==> config.mk <==
export PLATFORM = sky130hd
export DESIGN_NAME = eth_mdio_master
export DESIGN_NICKNAME = d
export VERILOG_FILES = /design/src/rtl/eth_mdio_master.sv
export SDC_FILE = /design/constraint.sdc
export NUM_CORES = 1
export LEC_CHECK = 0
export ABC_AREA = 1
export ABC_CLOCK_PERIOD_IN_PS = 3790
export CORE_AREA = 2 2 98 90
export DETAILED_ROUTE_END_ITERATION = 7
export DIE_AREA = 0 0 100 92
export PLACE_DENSITY = 0.74
export SETUP_SLACK_MARGIN = 0.3
export SYNTH_ARGS = -nofsm -noshare
export SYNTH_HDL_FRONTEND = slang
export SYNTH_SLANG_ARGS = --single-unit
export TNS_END_PERCENT = 5
==> constraint.sdc <==
create_clock -name msoc_clk -period 3.79 [get_ports msoc_clk]
set_input_delay 0.379 -clock msoc_clk [delete_from_list [all_inputs] [get_ports msoc_clk]]
set_output_delay 0.379 -clock msoc_clk [all_outputs]
set_load 0.005 [all_outputs]
==> src/rtl/eth_mdio_master.sv <==
// -----------------------------------------------------------------------------
// eth_mdio_master
//
// Clause-22 MDIO management master. Each accepted request is turned into one
// complete management frame on phy_mdc / phy_mdio_*. The frame consists of an
// optional 32-bit all-ones preamble, then ST, OP, PHYAD, REGAD, TA and DATA.
// Read data is shifted in from phy_mdio_i and reported with a one-cycle
// rsp_valid pulse.
//
// Parameters
//   CLK_DIV      msoc_clk cycles per MDC half-period (2..255)
//   PREAMBLE_EN  1 = send the 32-bit preamble, 0 = start directly with ST
//
// Ports
//   msoc_clk      sole clock, rising-edge
//   rstn          asynchronous active-low reset
//   req_valid     request strobe, accepted when req_ready is high
//   req_ready     high while idle
//   req_write     1 = write frame, 0 = read frame
//   req_phyad     PHY address (5 bits)
//   req_regad     register address (5 bits)
//   req_wdata     write data (16 bits)
//   rsp_valid     one-cycle completion pulse
//   rsp_rdata     read data (0 for writes), held until the next rsp_valid
//   rsp_err       read turnaround not driven low by the PHY, held likewise
//   busy          frame in progress (complement of req_ready)
//   phy_mdc       management clock
//   phy_mdio_o    MDIO drive value
//   phy_mdio_oen  1 = drive the MDIO pad, 0 = released
//   phy_mdio_i    MDIO pad input (already synchronised)
// -----------------------------------------------------------------------------
module eth_mdio_master #(
    parameter int unsigned CLK_DIV     = 20,
    parameter bit          PREAMBLE_EN = 1'b1
) (
    input  logic        msoc_clk,
    input  logic        rstn,
    input  logic        req_valid,
    output logic        req_ready,
    input  logic        req_write,
    input  logic [4:0]  req_phyad,
    input  logic [4:0]  req_regad,
    input  logic [15:0] req_wdata,
    output logic        rsp_valid,
    output logic [15:0] rsp_rdata,
    output logic        rsp_err,
    output logic        busy,
    output logic        phy_mdc,
    output logic        phy_mdio_o,
    output logic        phy_mdio_oen,
    input  logic        phy_mdio_i
);

    typedef enum logic [3:0] {
        IDLE,
        PRE,
        ST,
        OP,
        PHYAD,
        REGAD,
        TA,
        DATA,
        DONE
    } state_t;

    localparam logic [7:0] DIV_LAST = 8'(CLK_DIV - 1);

    // Control state (reset)
    state_t      state;
    state_t      state_nxt;
    logic [5:0]  bit_cnt;
    logic [5:0]  bit_cnt_nxt;
    logic [7:0]  div_cnt;
    logic [7:0]  div_cnt_nxt;
    logic        mdc_nxt;
    logic        mdio_o_nxt;
    logic        mdio_oen_nxt;
    logic        rsp_valid_nxt;
    logic [15:0] rsp_rdata_nxt;
    logic        rsp_err_nxt;

    // Captured request and read accumulation (data, no reset)
    logic        wr_q;
    logic        wr_nxt;
    logic [4:0]  phyad_q;
    logic [4:0]  phyad_nxt;
    logic [4:0]  regad_q;
    logic [4:0]  regad_nxt;
    logic [15:0] wdata_q;
    logic [15:0] wdata_nxt;
    logic [15:0] rd_sr;
    logic [15:0] rd_sr_nxt;
    logic        ta_err;
    logic        ta_err_nxt;

    // Index of the final bit period of each frame field.
    function automatic logic [5:0] last_bit(input state_t s);
        case (s)
            PRE:          return 6'd31;
            PHYAD, REGAD: return 6'd4;
            DATA:         return 6'd15;
            default:      return 6'd1;
        endcase
    endfunction

    // Field that follows s in the frame.
    function automatic state_t next_field(input state_t s);
        case (s)
            PRE:     return ST;
            ST:      return OP;
            OP:      return PHYAD;
            PHYAD:   return REGAD;
            REGAD:   return TA;
            TA:      return DATA;
            DATA:    return DONE;
            default: return IDLE;
        endcase
    endfunction

    // Pad drive {oen, o} for bit cnt of field s. Fields are sent MSB first,
    // so the current bit is the MSB after shifting left by cnt. On reads the
    // pad is released from the first turnaround bit onwards.
    function automatic logic [1:0] drive_bit(
        input state_t      s,
        input logic [3:0]  cnt,
        input logic        wr,
        input logic [4:0]  phyad,
        input logic [4:0]  regad,
        input logic [15:0] wdata
    );
        logic [4:0]  pa_sh;
        logic [4:0]  ra_sh;
        logic [15:0] wd_sh;
        pa_sh = phyad << cnt[2:0];
        ra_sh = regad << cnt[2:0];
        wd_sh = wdata << cnt;
        case (s)
            PRE:     return 2'b11;
            ST:      return {1'b1, cnt[0]};
            OP:      return {1'b1, wr ? cnt[0] : ~cnt[0]};
            PHYAD:   return {1'b1, pa_sh[4]};
            REGAD:   return {1'b1, ra_sh[4]};
            TA:      return wr ? {1'b1, ~cnt[0]} : 2'b01;
            DATA:    return wr ? {1'b1, wd_sh[15]} : 2'b01;
            default: return 2'b01;
        endcase
    endfunction

    assign req_ready = (state == IDLE);
    assign busy      = ~req_ready;

    always_comb begin
        state_nxt     = state;
        bit_cnt_nxt   = bit_cnt;
        div_cnt_nxt   = div_cnt;
        mdc_nxt       = phy_mdc;
        rsp_valid_nxt = 1'b0;
        rsp_rdata_nxt = rsp_rdata;
        rsp_err_nxt   = rsp_err;
        wr_nxt        = wr_q;
        phyad_nxt     = phyad_q;
        regad_nxt     = regad_q;
        wdata_nxt     = wdata_q;
        rd_sr_nxt     = rd_sr;
        ta_err_nxt    = ta_err;

        case (state)
            IDLE: begin
                if (req_valid) begin
                    wr_nxt      = req_write;
                    phyad_nxt   = req_phyad;
                    regad_nxt   = req_regad;
                    wdata_nxt   = req_wdata;
                    rd_sr_nxt   = 16'h0000;
                    ta_err_nxt  = 1'b0;
                    bit_cnt_nxt = 6'd0;
                    div_cnt_nxt = 8'd0;
                    mdc_nxt     = 1'b0;
                    state_nxt   = PREAMBLE_EN ? PRE : ST;
                end
            end

            DONE: begin
                state_nxt = IDLE;
            end

            default: begin
                // Divider: CLK_DIV cycles MDC low, CLK_DIV cycles MDC high,
                // then the bit period ends and the next bit starts.
                if (div_cnt == DIV_LAST) begin
                    div_cnt_nxt = 8'd0;
                    if (!phy_mdc) begin
                        mdc_nxt = 1'b1;
                    end else begin
                        mdc_nxt = 1'b0;
                        if (bit_cnt == last_bit(state)) begin
                            bit_cnt_nxt = 6'd0;
                            state_nxt   = next_field(state);
                        end else begin
                            bit_cnt_nxt = bit_cnt + 6'd1;
                        end
                    end
                end else begin
                    div_cnt_nxt = div_cnt + 8'd1;
                end

                // Sample in the first MDC-high cycle of the bit period.
                if (phy_mdc && (div_cnt == 8'd0) && !wr_q) begin
                    if ((state == TA) && bit_cnt[0]) begin
                        ta_err_nxt = phy_mdio_i;
                    end
                    if (state == DATA) begin
                        rd_sr_nxt = {rd_sr[14:0], phy_mdio_i};
                    end
                end
            end
        endcase

        // Publish the response as the frame enters DONE.
        if ((state == DATA) && (state_nxt == DONE)) begin
            rsp_valid_nxt = 1'b1;
            rsp_rdata_nxt = wr_q ? 16'h0000 : rd_sr_nxt;
            rsp_err_nxt   = wr_q ? 1'b0 : ta_err_nxt;
        end

        // Pad values are registered from the next field/bit, so they only
        // move on the edge that starts a new bit period.
        {mdio_oen_nxt, mdio_o_nxt} = drive_bit(state_nxt, bit_cnt_nxt[3:0],
                                               wr_nxt, phyad_nxt, regad_nxt,
                                               wdata_nxt);
    end

    always_ff @(posedge msoc_clk or negedge rstn) begin
        if (!rstn) begin
            state        <= IDLE;
            bit_cnt      <= 6'd0;
            div_cnt      <= 8'd0;
            phy_mdc      <= 1'b0;
            phy_mdio_o   <= 1'b1;
            phy_mdio_oen <= 1'b0;
            rsp_valid    <= 1'b0;
            rsp_rdata    <= 16'h0000;
            rsp_err      <= 1'b0;
        end else begin
            state        <= state_nxt;
            bit_cnt      <= bit_cnt_nxt;
            div_cnt      <= div_cnt_nxt;
            phy_mdc      <= mdc_nxt;
            phy_mdio_o   <= mdio_o_nxt;
            phy_mdio_oen <= mdio_oen_nxt;
            rsp_valid    <= rsp_valid_nxt;
            rsp_rdata    <= rsp_rdata_nxt;
            rsp_err      <= rsp_err_nxt;
        end
    end

    always_ff @(posedge msoc_clk) begin
        wr_q    <= wr_nxt;
        phyad_q <= phyad_nxt;
        regad_q <= regad_nxt;
        wdata_q <= wdata_nxt;
        rd_sr   <= rd_sr_nxt;
        ta_err  <= ta_err_nxt;
    end

endmodule

==> impl_metrics.tcl <==
set metrics [dict create \
    die-height_um 92 \
    dpl.cell_count 646 \
    n_fill_cell 802 \
    max-cap-violations 0 \
    antenna_found_initial 0 \
    min_period_over_period_pct 80.88 \
    num_io_pins 54 \
    total_power_mw 1.492 \
    ys_ff_latch 83 \
    synth_fp_nets 538 \
    start_util_pct 47.82 \
    switching_power_uw 345.9 \
    pwr_density_cell_nw_per_um2 314.7 \
    synth_edf_count 0 \
    cts_max_level 3 \
    grt_pass1_wl_um 15560 \
    clk-insertion-delay-late_ps 360 \
    status "completed" \
    relSlewSlack_pct 41.25 \
    crit_chain "nor2_1 -> inv_1 -> nor2_2 -> inv_4 -> nor2_4 -> nand2_2 -> inv_2 -> o21ai_0 -> ha_1 -> nand3_1 -> nand2_1 -> nand3_1 -> a21oi_1 -> nand2_1" \
    postCtsHoldBufs 0 \
    cts_buffers 9 \
    cp-start-kind "flip-flop" \
    synthArstFlopShare_pct 46.99 \
    cts_tree "yes" \
    syn2layout_area_growth_pct 19.01 \
    end_kind "flip-flop" \
    dr.pass1.iters 4 \
    grt_max_degree 40 \
    post_cts_buffers 0 \
    ir_drop_uv 182.5 \
    die_w_um 100 \
    ant_nets 0 \
    fin_cells 662 \
    wl_per_cell_um 12.95 \
    fin_tns_setup_ps 0 \
    die-area_um2 9200 \
    dpl-instance-area_um2 4563 \
    drc 0 \
    hp-class "input port to asynchronous set/reset pin" \
    nets 590 \
    drt_iter0_drc 157 \
    syn_area_um2 3983 \
    power_frac_seq_pct 58.9 \
    p_int_mw 1.146 \
    place_congestion 0.9051 \
    final_util_pct 56.91 \
    rsz0062_at_grt "no" \
    n_antenna_cell 0 \
    grt-ovfl-total 0 \
    cts_sinks 83 \
    syn_inst 503 \
    clkPwrFrac_pct 38.5 \
    hpwl_um 6198 \
    finalWorstSetupSlack_ps 724.5 \
    cp_max_fo 32 \
    path_class "flip-flop to flip-flop" \
    hold_viol 0 \
    core_um2 8328 \
    worst_pin_slew_ps 881.3 \
    synth_warnings 0 \
    critPathMaxStageDelay_ps 490 \
    vias 3356 \
    drive_gt1_share_pct 14.46 \
    cts.repair.resized 0 \
    synthFlopType "dfxtp_1" \
    setup_viol 0 \
    skew_ps 11.55 \
    pwr-share-comb_pct 2.6 \
    p_leak_nw 2.425 \
    rows 32 \
    grt_pass1_vias 3458 \
    hold_slack_ps 132.8 \
    dp_slack_ps 735.5 \
    drt_wl_total_um 8573 \
    fmax_mhz 326.2 \
    cts.path.max_buffers 2 \
    track_usage_pct 20.95 \
    port_buffers 53 \
    postSynthAreaPerCell_um2 7.918 \
    clockRootBuffer "clkbuf_8" \
    ys_types 36 \
    swShare_pct 23.19 \
    viasPerCell 5.069 \
    design_area_um2 4740 \
    clk_pin_slew_ps 90 \
    yosysSeqAreaShare_pct 46.65 \
    reg2reg_depth 14 \
    finalMaxSlewViolations 0 \
    cpMaxStageDelayCell "inv_2" \
    period_minus_slack_ps 3065 \
    crit_arrival_ps 3350 \
    cp.required_ps 4070 \
]
## area by class of cell
class	instances	area, um2	area share, %
Inverter	81	309.0	6.521
Multi-Input combinational cell	327	1743	36.77
Clock buffer	9	123.9	2.614
Timing Repair Buffer	53	525.5	11.09
Sequential cell	83	1858	39.20
Clock inverter	7	52.55	1.109
Tap cell	102	127.6	2.693
## cells by family after synthesis
kind of cell	synth area share, %
AOI/OAI and AO/OA	8.640
xor gates and xnor gates	1.759
adders and majority gates	1.257
buffers and inverters	9.582
DFF	46.65
muxes	0.2513
and+or+nand+nor	31.86
## synth_stat cells, types with 2 or more instances
cell type	n	area share (%)
clkbuf_1	2	0.19
nand2_1	113	11
nor3_2	2	0.50
o21ai_1	9	1.1
nand3_4	2	0.88
nor2_1	14	1.3
inv_4	2	0.31
xor2_1	8	1.8
nor3_1	7	0.88
nor2_4	7	2.0
nand4_1	9	1.4
dfrtp_1	38	24
nand2_2	10	1.6
nor2_2	6	0.94
inv_1	68	6.4
dfxtp_1	44	22
a21oi_1	7	0.88
inv_2	10	0.94
buf_6	2	0.57
ha_1	4	1.3
nand2_4	3	0.85
o22ai_1	19	3.0
o21ai_0	20	2.5
or2_2	18	2.8
nand3_1	62	7.8
buf_2	7	0.88
## sequential cells by signal, indices dropped and copies added (netlist names), 4 cells and up
name,cells
phyad_q,5
rsp_rdata,16
wdata_q,16
rd_sr,16
state,4
div_cnt,8
bit_cnt,6
regad_q,5
## cells in the final DEF (no fill, tap or decap)
master and instances:
nand2_1 113, inv_1 68, nand3_1 62, clkdlybuf4s50_1 52, dfxtp_1 44, dfrtp_1 38, o21ai_0 20, o22ai_1 19
or2_2 18, nor2_1 14, inv_2 10, nand2_2 10, nand4_1 9, o21ai_1 9, clkbuf_8 9, xor2_1 8
nor2_4 7, nor3_1 7, a21oi_1 7, nor2_2 6, ha_1 4, nand2_4 3, clkinvlp_4 3, inv_4 2
nor3_2 2, nand3_4 2, clkinv_1 2, inv_6 2, a22oi_1 1, o21ai_2 1, o21bai_2 1, nand3_2 1
mux2i_1 1, a21oi_2 1, o32ai_1 1, clkinv_4 1, buf_2 1, dfstp_2 1
## final timing paths
path                                         start                endpoint  slack [ps]
worst max-delay path            state[2]$_DFF_PN0_    phy_mdio_o$_DFF_PN1_         720
worst min-delay path                          rstn  div_cnt[3]$_DFFE_PN0P_         130
worst max register to register  state[2]$_DFF_PN0_    phy_mdio_o$_DFF_PN1_         720
worst min register to register  regad_q[1]$_DFF_P_      regad_q[1]$_DFF_P_         460
max in group asynchronous                     rstn      state[2]$_DFF_PN0_        3090
min in group msoc_clk           regad_q[1]$_DFF_P_      regad_q[1]$_DFF_P_         460
## per-layer routing
metal	part of all wire [%]	GRT usage, %	vias to the layer above
met5	0	0	-
met4	0.99	5.479	0
met3	4.4	5.259	6
met2	47	34.80	69
met1	47	27.33	1560
li1	-	-	1721
## worst max-delay path, delay by kind of cell (launching register included)
| kind | cells | cell delay (ps) |
|---|---|---|
| simple gates | 8 | 1140 |
| buf+inv | 3 | 660 |
| flops | 1 | 430 |
| compound gates | 2 | 400 |
| fa+ha+maj | 1 | 360 |
## power by group through the flow
stage	Sequential, mW	Combinational (mW)	Clock, mW
global route	0.879	0.0436	0.621
CTS	0.878	0.0407	0.588
detailed placement	0.898	0.0407	0
finish	0.878	0.0394	0.574
floorplan	0.898	0.000586	0
global placement	0.898	0.0403	0
No activity file was read; power rests on OpenSTA's default activity.
